**config.mk**
```make
export PLATFORM = sky130hd
export DESIGN_NAME = mux_n_1_rr_flat
export DESIGN_NICKNAME = d
export VERILOG_FILES = /design/src/rtl/mux_n_1_rr_pkg.sv /design/src/rtl/mux_n_1_rr_if.sv /design/src/rtl/mux_n_1_rr_rr_arbiter.sv /design/src/rtl/mux_n_1_rr.sv /design/src/flat_wrapper.sv
export SDC_FILE = /design/constraint.sdc
export NUM_CORES = 1
export LEC_CHECK = 0
export ABC_AREA = 1
export CORE_UTILIZATION = 41
export DETAILED_ROUTE_END_ITERATION = 12
export PLACE_DENSITY = 0.87
export SETUP_SLACK_MARGIN = 0.02
export SYNTH_ARGS = -nofsm -noshare
export SYNTH_HDL_FRONTEND = slang
export SYNTH_SLANG_ARGS = --single-unit
```
**constraint.sdc**
```tcl
create_clock -name Clk -period 2.15 [get_ports Clk]
set_input_delay 0.5375 -clock Clk [delete_from_list [all_inputs] [get_ports Clk]]
set_output_delay 0.5375 -clock Clk [all_outputs]
set_load 0.02 [all_outputs]
```
**src/rtl/mux_n_1_rr_pkg.sv**
```systemverilog
// rtl/mux_n_1_rr_pkg.sv - shared constants and index helper for mux_n_1_rr
package mux_pkg;

  localparam logic MODE_FIXED = 1'b0;
  localparam logic MODE_RR    = 1'b1;
  localparam int   CNT_W      = 16;

  // idx is at most 2*n-1, so a single conditional subtract wraps it without a modulo
  function automatic int wrap_idx(input int idx, input int n);
    return (idx >= n) ? idx - n : idx;
  endfunction

endpackage

```
**src/rtl/mux_n_1_rr_if.sv**
```systemverilog
// rtl/mux_n_1_rr_if.sv - producer/consumer bus of mux_n_1_rr; Grant_cnt present under MUX_STATS_EN
interface mux_n_1_rr_if #(
  parameter int N_CH   = 4,
  parameter int DATA_W = 8,
  parameter int SEL_W  = $clog2(N_CH)
);
  import mux_pkg::*;

  logic [N_CH*DATA_W-1:0] In_data;
  logic [N_CH-1:0]        In_valid;
  logic [N_CH-1:0]        In_ready;
  logic                   Mode;
  logic [SEL_W-1:0]       Sel;
  logic [DATA_W-1:0]      Out_data;
  logic [SEL_W-1:0]       Out_ch;
  logic                   Out_valid;
  logic                   Out_ready;
`ifdef MUX_STATS_EN
  logic [N_CH*CNT_W-1:0]  Grant_cnt;

  modport slave (
    input  In_data, In_valid, Mode, Sel, Out_ready,
    output In_ready, Out_data, Out_ch, Out_valid, Grant_cnt
  );
  modport master (
    output In_data, In_valid, Mode, Sel, Out_ready,
    input  In_ready, Out_data, Out_ch, Out_valid, Grant_cnt
  );
`else
  modport slave (
    input  In_data, In_valid, Mode, Sel, Out_ready,
    output In_ready, Out_data, Out_ch, Out_valid
  );
  modport master (
    output In_data, In_valid, Mode, Sel, Out_ready,
    input  In_ready, Out_data, Out_ch, Out_valid
  );
`endif

endinterface

```
**src/rtl/mux_n_1_rr_rr_arbiter.sv**
```systemverilog
// rtl/mux_n_1_rr_rr_arbiter.sv - round-robin search starting one past the last winner
module rr_arbiter
  import mux_pkg::*;
#(
  parameter int N_CH  = 4,
  parameter int SEL_W = $clog2(N_CH)
) (
  input  logic [N_CH-1:0]  req,
  input  logic [SEL_W-1:0] ptr,
  output logic [SEL_W-1:0] grant,
  output logic             grant_valid
);

  int               idx;
  logic [SEL_W-1:0] idx_s;

  // The last winner is visited last (i == N_CH), giving it lowest priority
  always_comb begin
    grant       = '0;
    grant_valid = 1'b0;
    idx         = 0;
    idx_s       = '0;
    for (int i = 1; i <= N_CH; i++) begin
      idx   = wrap_idx(int'(ptr) + i, N_CH);
      idx_s = SEL_W'(idx);
      if (!grant_valid && req[idx_s]) begin
        grant       = idx_s;
        grant_valid = 1'b1;
      end
    end
  end

endmodule

```
**src/rtl/mux_n_1_rr.sv**
```systemverilog
// rtl/mux_n_1_rr.sv - N:1 registered channel mux, fixed or round-robin select
// Optional per-channel grant counters under MUX_STATS_EN.
module mux_n_1_rr
  import mux_pkg::*;
#(
  parameter int N_CH   = 4,
  parameter int DATA_W = 8,
  parameter int SEL_W  = $clog2(N_CH)
) (
  input  logic          Clk,
  input  logic          Rst,
  mux_n_1_rr_if.slave   bus
);

  localparam int PAD_W = 1 << SEL_W;

  logic              out_valid_q, out_valid_d;
  logic [DATA_W-1:0] out_data_q,  out_data_d;
  logic [SEL_W-1:0]  out_ch_q,    out_ch_d;
  logic [SEL_W-1:0]  ptr_q,       ptr_d;

  logic              load_en;
  logic              xfer;
  logic [SEL_W-1:0]  rr_grant;
  logic              rr_valid;
  logic [SEL_W-1:0]  grant;
  logic              grant_valid;
  logic [PAD_W-1:0]  valid_pad;
  logic [N_CH-1:0]   in_ready;

  rr_arbiter #(
    .N_CH  (N_CH),
    .SEL_W (SEL_W)
  ) u_rr_arbiter (
    .req         (bus.In_valid),
    .ptr         (ptr_q),
    .grant       (rr_grant),
    .grant_valid (rr_valid)
  );

  // valid_pad lets an out-of-range Sel index safely; the range test kills the grant
  always_comb begin
    valid_pad = PAD_W'(bus.In_valid);
    load_en   = !out_valid_q || bus.Out_ready;
    if (bus.Mode == MODE_RR) begin
      grant       = rr_grant;
      grant_valid = rr_valid;
    end else begin
      grant       = bus.Sel;
      grant_valid = (int'(bus.Sel) < N_CH) && valid_pad[bus.Sel];
    end
    xfer     = load_en && grant_valid && !Rst;
    in_ready = xfer ? (N_CH'(1) << grant) : '0;
  end

  always_comb begin
    out_valid_d = out_valid_q;
    out_data_d  = out_data_q;
    out_ch_d    = out_ch_q;
    ptr_d       = ptr_q;
    if (xfer) begin
      out_valid_d = 1'b1;
      out_data_d  = bus.In_data[int'(grant)*DATA_W +: DATA_W];
      out_ch_d    = grant;
      if (bus.Mode == MODE_RR) begin
        ptr_d = grant;
      end
    end else if (out_valid_q && bus.Out_ready) begin
      out_valid_d = 1'b0;
    end
  end

  always_ff @(posedge Clk) begin
    if (Rst) begin
      out_valid_q <= 1'b0;
      out_data_q  <= '0;
      out_ch_q    <= '0;
      ptr_q       <= SEL_W'(N_CH - 1);
    end else begin
      out_valid_q <= out_valid_d;
      out_data_q  <= out_data_d;
      out_ch_q    <= out_ch_d;
      ptr_q       <= ptr_d;
    end
  end

  assign bus.In_ready  = in_ready;
  assign bus.Out_data  = out_data_q;
  assign bus.Out_ch    = out_ch_q;
  assign bus.Out_valid = out_valid_q;

`ifdef MUX_STATS_EN
  logic [CNT_W-1:0] cnt_q [N_CH];
  logic [CNT_W-1:0] cnt_d [N_CH];
  logic [N_CH*CNT_W-1:0] cnt_flat;

  always_comb begin
    for (int k = 0; k < N_CH; k++) begin
      cnt_d[k] = cnt_q[k];
      if (in_ready[k] && bus.In_valid[k] && (cnt_q[k] != {CNT_W{1'b1}})) begin
        cnt_d[k] = cnt_q[k] + CNT_W'(1);
      end
    end
  end

  always_ff @(posedge Clk) begin
    for (int k = 0; k < N_CH; k++) begin
      if (Rst) begin
        cnt_q[k] <= '0;
      end else begin
        cnt_q[k] <= cnt_d[k];
      end
    end
  end

  always_comb begin
    cnt_flat = '0;
    for (int k = 0; k < N_CH; k++) begin
      cnt_flat[k*CNT_W +: CNT_W] = cnt_q[k];
    end
  end

  assign bus.Grant_cnt = cnt_flat;
`endif

endmodule

```
**src/flat_wrapper.sv**
```systemverilog
// flat-port wrapper written by rule: the top's interface ports become plain ports
module mux_n_1_rr_flat import mux_pkg::*;
#(
  parameter int N_CH   = 4,
  parameter int DATA_W = 8,
  parameter int SEL_W  = $clog2(N_CH)
)
  (Clk, Rst, bus_In_data, bus_In_valid, bus_Mode, bus_Sel, bus_Out_ready, bus_In_ready, bus_Out_data, bus_Out_ch, bus_Out_valid);
  mux_n_1_rr_if #(.N_CH(N_CH), .DATA_W(DATA_W), .SEL_W(SEL_W)) bus_i ();
  input  logic Clk;
  input  logic Rst;
  input wire logic [$bits(bus_i.In_data)-1:0] bus_In_data;
  input wire logic [$bits(bus_i.In_valid)-1:0] bus_In_valid;
  input wire logic [$bits(bus_i.Mode)-1:0] bus_Mode;
  input wire logic [$bits(bus_i.Sel)-1:0] bus_Sel;
  input wire logic [$bits(bus_i.Out_ready)-1:0] bus_Out_ready;
  output wire logic [$bits(bus_i.In_ready)-1:0] bus_In_ready;
  output wire logic [$bits(bus_i.Out_data)-1:0] bus_Out_data;
  output wire logic [$bits(bus_i.Out_ch)-1:0] bus_Out_ch;
  output wire logic [$bits(bus_i.Out_valid)-1:0] bus_Out_valid;
  assign bus_i.In_data = bus_In_data;
  assign bus_i.In_valid = bus_In_valid;
  assign bus_i.Mode = bus_Mode;
  assign bus_i.Sel = bus_Sel;
  assign bus_i.Out_ready = bus_Out_ready;
  assign bus_In_ready = bus_i.In_ready;
  assign bus_Out_data = bus_i.Out_data;
  assign bus_Out_ch = bus_i.Out_ch;
  assign bus_Out_valid = bus_i.Out_valid;
  mux_n_1_rr #(.N_CH(N_CH), .DATA_W(DATA_W), .SEL_W(SEL_W)) u_core (.Clk(Clk), .Rst(Rst), .bus(bus_i));
endmodule
```
# Word-level counts from Yosys, hierarchy flattened
# Cells that the tools add are included.
# W data, S select, Z words.
[word_totals]
ff_bits = 13
out_inout_bits = 15
[classes]
addsub = 8
magnitude_cmp = 9
n_shift = 2
n_mux = 27
reduce_logical = 14
[ops]
columns = ["op", "count"]
rows = [
  ["$shiftx A32 B6 Y8", 1],
  ["$mux W2", 9],
  ["$lt A2 B3 Y1 const B", 5],
  ["$mux W1", 12],
  ["$bmux W1 S2", 5],
  ["$ge A3 B3 Y1 const B", 3],
  ["$sub A2 B1 Y2 const B", 4],
  ["$add A2 B2 Y3 const B", 2],
  ["$logic_and A1 B1 Y1", 6],
  ["$logic_not A1 Y1", 5],
  ["$add A2 B3 Y4 const B", 1],
  ["$ge A4 B3 Y1 const B", 1],
  ["$mux W4", 1],
  ["$shl A1 B2 Y4 const A", 1],
  ["$add A2 B1 Y3 const B", 1],
  ["$reduce_and A2 Y1", 1],
  ["$reduce_bool A2 Y1", 1],
  ["$logic_or A1 B1 Y1", 1],
]

# Longest topological paths before layout
[depth]
word_depth = 19
mapped_depth = 17
depth_no_buf = 16

# By module
# A second synthesis with hierarchy kept.
[unflattened]
cells_unflattened = 243
area_unflattened_um2 = 1287.5
[by_module_without_submodules]
columns = ["mod", "n_inst", "cells_each", "area_each_um2", "seq_area_each_um2"]
rows = [
  ["mux_n_1_rr", 1, 191, 1016.0, 260.2],
  ["rr_arbiter", 1, 52, 271.5, 0.0],
]

# Least setup slack after synthesis
# OpenSTA, ideal clock, no wires.
[synth_path]
kind = "input -> output"
from = "input port bus_In_valid[2]"
to = "output port bus_In_ready[1]"
arrival_ns = 1.883
required_ns = 1.612
slack_ns = -0.271
cell_stages = 12
path_cell_list = "nand2_1 > nand2_2 > nand2_2 > nand2_2 > inv_1 > nand2_2 > nor2_1 > nand2_1 > nand2_2 > nand2_4 > buf_6 > nor3_1"
[synth_between]
elab_chain_len = 16
word_cells_on_any_way = 30
cone_classes = "1 x shift; 21 x mux; 8 x reduce/logical"
[synth_rtl]
columns = ["item", "line", "rtl"]
rows = [
  ["start: declaration", "flat_wrapper.sv:13", "input wire logic [$bits(bus_i.In_valid)-1:0] bus_In_valid;"],
  ["$bmux W1 S2", "mux_n_1_rr_rr_arbiter.sv:26", "if (!grant_valid && req[idx_s]) begin"],
  ["$mux W1 (implied by the code)", "mux_n_1_rr_rr_arbiter.sv:26", ""],
  ["$mux W1", "mux_n_1_rr_rr_arbiter.sv:26", ""],
  ["$logic_not A1 Y1", "mux_n_1_rr_rr_arbiter.sv:26", ""],
  ["$logic_and A1 B1 Y1", "mux_n_1_rr_rr_arbiter.sv:26", ""],
  ["$mux W1", "mux_n_1_rr_rr_arbiter.sv:26", ""],
  ["$logic_not A1 Y1", "mux_n_1_rr_rr_arbiter.sv:26", ""],
  ["$logic_and A1 B1 Y1", "mux_n_1_rr_rr_arbiter.sv:26", ""],
  ["$mux W1", "mux_n_1_rr_rr_arbiter.sv:26", ""],
  ["$logic_not A1 Y1", "mux_n_1_rr_rr_arbiter.sv:26", ""],
  ["$logic_and A1 B1 Y1", "mux_n_1_rr_rr_arbiter.sv:26", ""],
  ["$mux W1", "mux_n_1_rr_rr_arbiter.sv:26", ""],
  ["$mux W1", "mux_n_1_rr.sv:45", "if (bus.Mode == MODE_RR) begin"],
  ["$logic_and A1 B1 Y1 (2 in a row)", "mux_n_1_rr.sv:52", "xfer = load_en && grant_valid && !Rst;"],
  ["$mux W4 *", "mux_n_1_rr.sv:53", "in_ready = xfer ? (N_CH'(1) << grant) : '0;"],
  ["end: declaration", "flat_wrapper.sv:17", "output wire logic [$bits(bus_i.In_ready)-1:0] bus_In_ready;"],
]
# Every way passes the cells marked *; elsewhere a longest branch is shown, timed or not. The select of a mux whose other input is x is not followed.

# Worst setup path after layout
[layout_path]
from = "register u_core.ptr_q[0]"
to = "output port bus_In_ready[3]"
[layout_between]
elab_chain_len = 19
word_cells_on_any_way = 44
cone_classes = "8 x add/sub; 4 x order compare; 1 x shift; 23 x mux; 8 x reduce/logical"
[layout_rtl]
columns = ["item", "line", "rtl"]
rows = [
  ["start: declaration", "mux_n_1_rr.sv:20", "logic [SEL_W-1:0] ptr_q, ptr_d;"],
  ["start signal: assignment", "mux_n_1_rr.sv:78", "ptr_q <= SEL_W'(N_CH - 1);"],
  ["start signal: assignment", "mux_n_1_rr.sv:83", "ptr_q <= ptr_d;"],
  ["$add A2 B1 Y3", "mux_n_1_rr_rr_arbiter.sv:24", "idx = wrap_idx(int'(ptr) + i, N_CH);"],
  ["$ge A3 B3 Y1 / $sub A2 B1 Y2 (equally long branches)", "mux_n_1_rr_pkg.sv:10", "return (idx >= n) ? idx - n : idx;"],
  ["$mux W2", "mux_n_1_rr_pkg.sv:10", ""],
  ["$bmux W1 S2", "mux_n_1_rr_rr_arbiter.sv:26", ""],
  ["$mux W1 (implied by the code)", "mux_n_1_rr_rr_arbiter.sv:26", ""],
  ["$mux W1", "mux_n_1_rr_rr_arbiter.sv:26", ""],
  ["$logic_not A1 Y1", "mux_n_1_rr_rr_arbiter.sv:26", ""],
  ["$logic_and A1 B1 Y1", "mux_n_1_rr_rr_arbiter.sv:26", ""],
  ["(+2 left out)", "--", ""],
  ["$logic_and A1 B1 Y1", "mux_n_1_rr_rr_arbiter.sv:26", ""],
  ["$mux W1", "mux_n_1_rr_rr_arbiter.sv:26", ""],
  ["$logic_not A1 Y1", "mux_n_1_rr_rr_arbiter.sv:26", ""],
  ["$logic_and A1 B1 Y1", "mux_n_1_rr_rr_arbiter.sv:26", ""],
  ["$mux W1", "mux_n_1_rr_rr_arbiter.sv:26", ""],
  ["$mux W1", "mux_n_1_rr.sv:45", ""],
  ["$logic_and A1 B1 Y1 (2 in a row)", "mux_n_1_rr.sv:52", ""],
  ["$mux W4 *", "mux_n_1_rr.sv:53", ""],
]
# Marks and branches as above.

==> flow_summary.toml <==
[clocking]
clk_latency_ns = 0.28
cts_root_buffer = "clkbuf_4"
clock-sinks = 13
cts-buffers-inserted = 3
clk_pin_slew_ns = 0.07
cts_tree = "done"
htree_levels = 1
cts.path.max_buffers = 2

[setup_path]
cp.buffers_inverters = 5
critPathLaunchType = "flip-flop"
r2r-end = "u_core.bus.Out_data[4]"
crit_top_cell = "nand2_2"
crit_chain = "buf_8, nand2_2, nand2_2, nand2_2, buf_4, buf_4, nand2_2, nor2_2, nand3_2, nand2_4, nor2_4, inv_4, nor2_4, buf_6"
worstRegToRegCells = 18
critPathMaxFanout = 6
criticalPathCategory = "reg -> out"
r2r_start = "u_core.ptr_q[0]"
cp.arrival_ns = 1.96
cp.required_ns = 1.61
critPathCaptureType = "primary output"
crit_cells = 14
slowest_stage = "dfxtp_4"
max_stage_delay_ns = 0.39
regToRegSetupSlack_ns = 0.04
critPathTopFamily = "simple AND/OR/NAND/NOR gates"

[power_and_ir_drop]
p_clk_share_pct = 12.6
power_frac_comb_pct = 62.8
peakVddDrop_v = 0.000529
switching_share_pct = 41.0
p_switching_mw = 0.486
p_int_mw = 0.699
leakagePower_nw = 1.12
power_density_nw_per_um2 = 523
p_seq_share_pct = 24.5

[worst_hold_path]
min_delay_path_depth = 2
min_from = "u_core.bus.Out_ch[1]"
hold_end = "u_core.bus.Out_ch[1]"
holdCritPathClass = "reg -> reg"

[drt]
ant_nets = 0
routed-via-count = 1673
dr.pass1.iters = 4
wl_per_cell_um = 12.2
viasPerCell = 4.91
drt_iter0_drc = 50
remaining_drc_errors = 0
wl_mm = 4.15

[place]
gp_congestion = 0.891
postPlaceCellArea_um2 = 2030
dp_hpwl_mm = 2.89
portBuffers = 56

[synth]
yosysUniqueCellTypes = 22
synth_fp_nets = 258
ys.flop_type = "dfxtp_1"
synth_edf_count = 0
syn_inst = 216
async_flop_share_pct = 0
synth_seq_area_share_pct = 21.9
syn_avg_cell_area_um2 = 5.50
yosysWarningCount = 0
synth_area_um2 = 1190
ys_ff_latch = 13

[sta]
setup_viol = 4
period_share_pct = 116
rsz0062_at_grt = "true"
worst_pin_slew_ns = 0.251
clock_skew_ns = 0.00802
fmax_mhz = 400
drv_slew = 0
period_needed_ns = 2.50
max_slew_margin_pct = 83.2
hold_viol_final = 0
setup_ws_ns = -0.347

[status]
status = "finished with violations"
violations = "negative setup slack"

[grt]
grt.overflow.total = 0
antenna_found_initial = 0
grt_start_max_net_pins = 17
grt_use_total_pct = 26.3
grt_pass1_vias = 1607
grt_pass1_wl_mm = 6.53

[cells_and_area]
utilization_pct = 82.2
fin_area_um2 = 2270
final_nets = 353
drive_above_1_share_pct = 38.1
antenna_cells = 0
area_delta_synth_final_pct = 90.7

[floorplan]
die_area_um2 = 3120
rows = 19
die_x_um = 55.8
num_io_pins = 57
initial_core_util_pct = 43.1
core-area_um2 = 2760
die_y_um = 55.8

[flow_run]
maxCapViolations = 0
## cells in the mapped netlist (2+ instances only)
cell type,count,area (um^2)
nand2_4,2,22.5
o211ai_1,2,15.0
nand2_1,84,315
buf_4,2,15.0
nor2_1,36,135
nand3_2,2,20.0
a21oi_1,5,25.0
nand2_2,12,75.1
inv_2,3,11.3
buf_6,3,33.8
dfxtp_1,13,260
nor2_4,2,22.5
nand3_1,11,55.1
a21oi_2,2,17.5
inv_1,21,78.8
o21ai_1,7,35.0
o21ai_0,4,20.0
## repair_timing
item,CTS,global route
hold buffers,0,0
endpoints found under the setup margin,14,12
endpoints found under the hold margin,0,0
pin swaps,17,14
buffers inserted,7,4
gates resized for setup,64,20
## worst max path at each step
stage,from,endpoint,slack (ns)
detailed placement,bus_In_valid[2],bus_In_ready[2],-1.14
finish,u_core.ptr_q[0],bus_In_ready[3],-0.35
global route,u_core.ptr_q[0],bus_In_ready[3],-0.43
floorplan,bus_In_valid[3],bus_In_ready[2],-0.03
CTS,u_core.ptr_q[0],bus_In_ready[3],-0.31
global placement,bus_In_valid[2],bus_In_ready[2],-1.08
## final cells by class
cell class              instances  area (um^2)
multi-input cells             171          937
repair buffers                 96          887
fillers                       191          490
flip-flops and latches         13          265
inverters                      26          113
well taps                      31         38.8
clock buffers                   4         26.3
## cells in the final DEF, fill, tap and decap left out, drive strengths merged, types with 4 or more instances in the layout
| master | Yosys | routed |
|---|---|---|
| a21oi | 7 | 7 |
| nand2 | 98 | 98 |
| o21ai | 11 | 11 |
| clkdlybuf4s50 | 0 | 45 |
| nor2 | 38 | 38 |
| clkbuf | 1 | 4 |
| nand3 | 13 | 13 |
| buf | 5 | 44 |
| dfxtp | 13 | 13 |
| inv | 26 | 26 |
| clkdlybuf4s15 | 0 | 4 |
## metrics by stage
stage	instances	setup slack, ns	total power [mW]	setup TNS, ns	hold slack (ns)
after floorplan	216	-0.0318	0.659	-0.0582	0.564
after global placement	327	-1.08	0.912	-7.35	0.482
after detailed placement	327	-1.14	0.923	-7.90	0.513
after CTS	338	-0.311	1.12	-1.18	0.534
after global routing	341	-0.434	1.26	-1.73	0.570
final	341	-0.347	1.18	-1.27	0.531
## cells by family (layout without fill, tap and decap cells)
family                 Yosys count  count (layout)  synth area share [%]
buffers and inverters           32             126                  13.3
DFF                             13              13                  21.9
and+or+nand+nor                151             151                  55.4
AOI/OAI and AO/OA               20              20                  9.47
## state kept, by name, indices dropped and copies added, names as in the netlist
register,flops
u_core.bus.Out_data,8
u_core.bus.Out_ch,2
u_core.bus.Out_valid,1
u_core.ptr_q,2
## worst min-delay path: stages (launching register included)
cell      delay [ns]
dfxtp_1         0.34
o211ai_1        0.11
inv_1           0.06
## power by group through the flow
stage          Sequential, mW  Clock (mW)  Combinational (mW)
3_5_place_dp            0.294           0               0.629
3_3_place_gp            0.292           0               0.620
5_1_grt                 0.293       0.166               0.805
6_report                0.291       0.150               0.744
2_1_floorplan           0.320           0               0.339
4_1_cts                 0.289       0.154               0.682
## layer usage
| metal | vias up | part of all wire, % | global-route usage, % |
|---|---|---|---|
| met1 | 751 | 38 | 27.5 |
| met4 | 0 | 2.0 | 10.1 |
| li1 | 850 | - | - |
| met2 | 60 | 53 | 49.6 |
| met3 | 12 | 6.3 | 7.21 |
| met5 | - | 0 | 0 |
No activity file was read; power rests on OpenSTA's default activity.
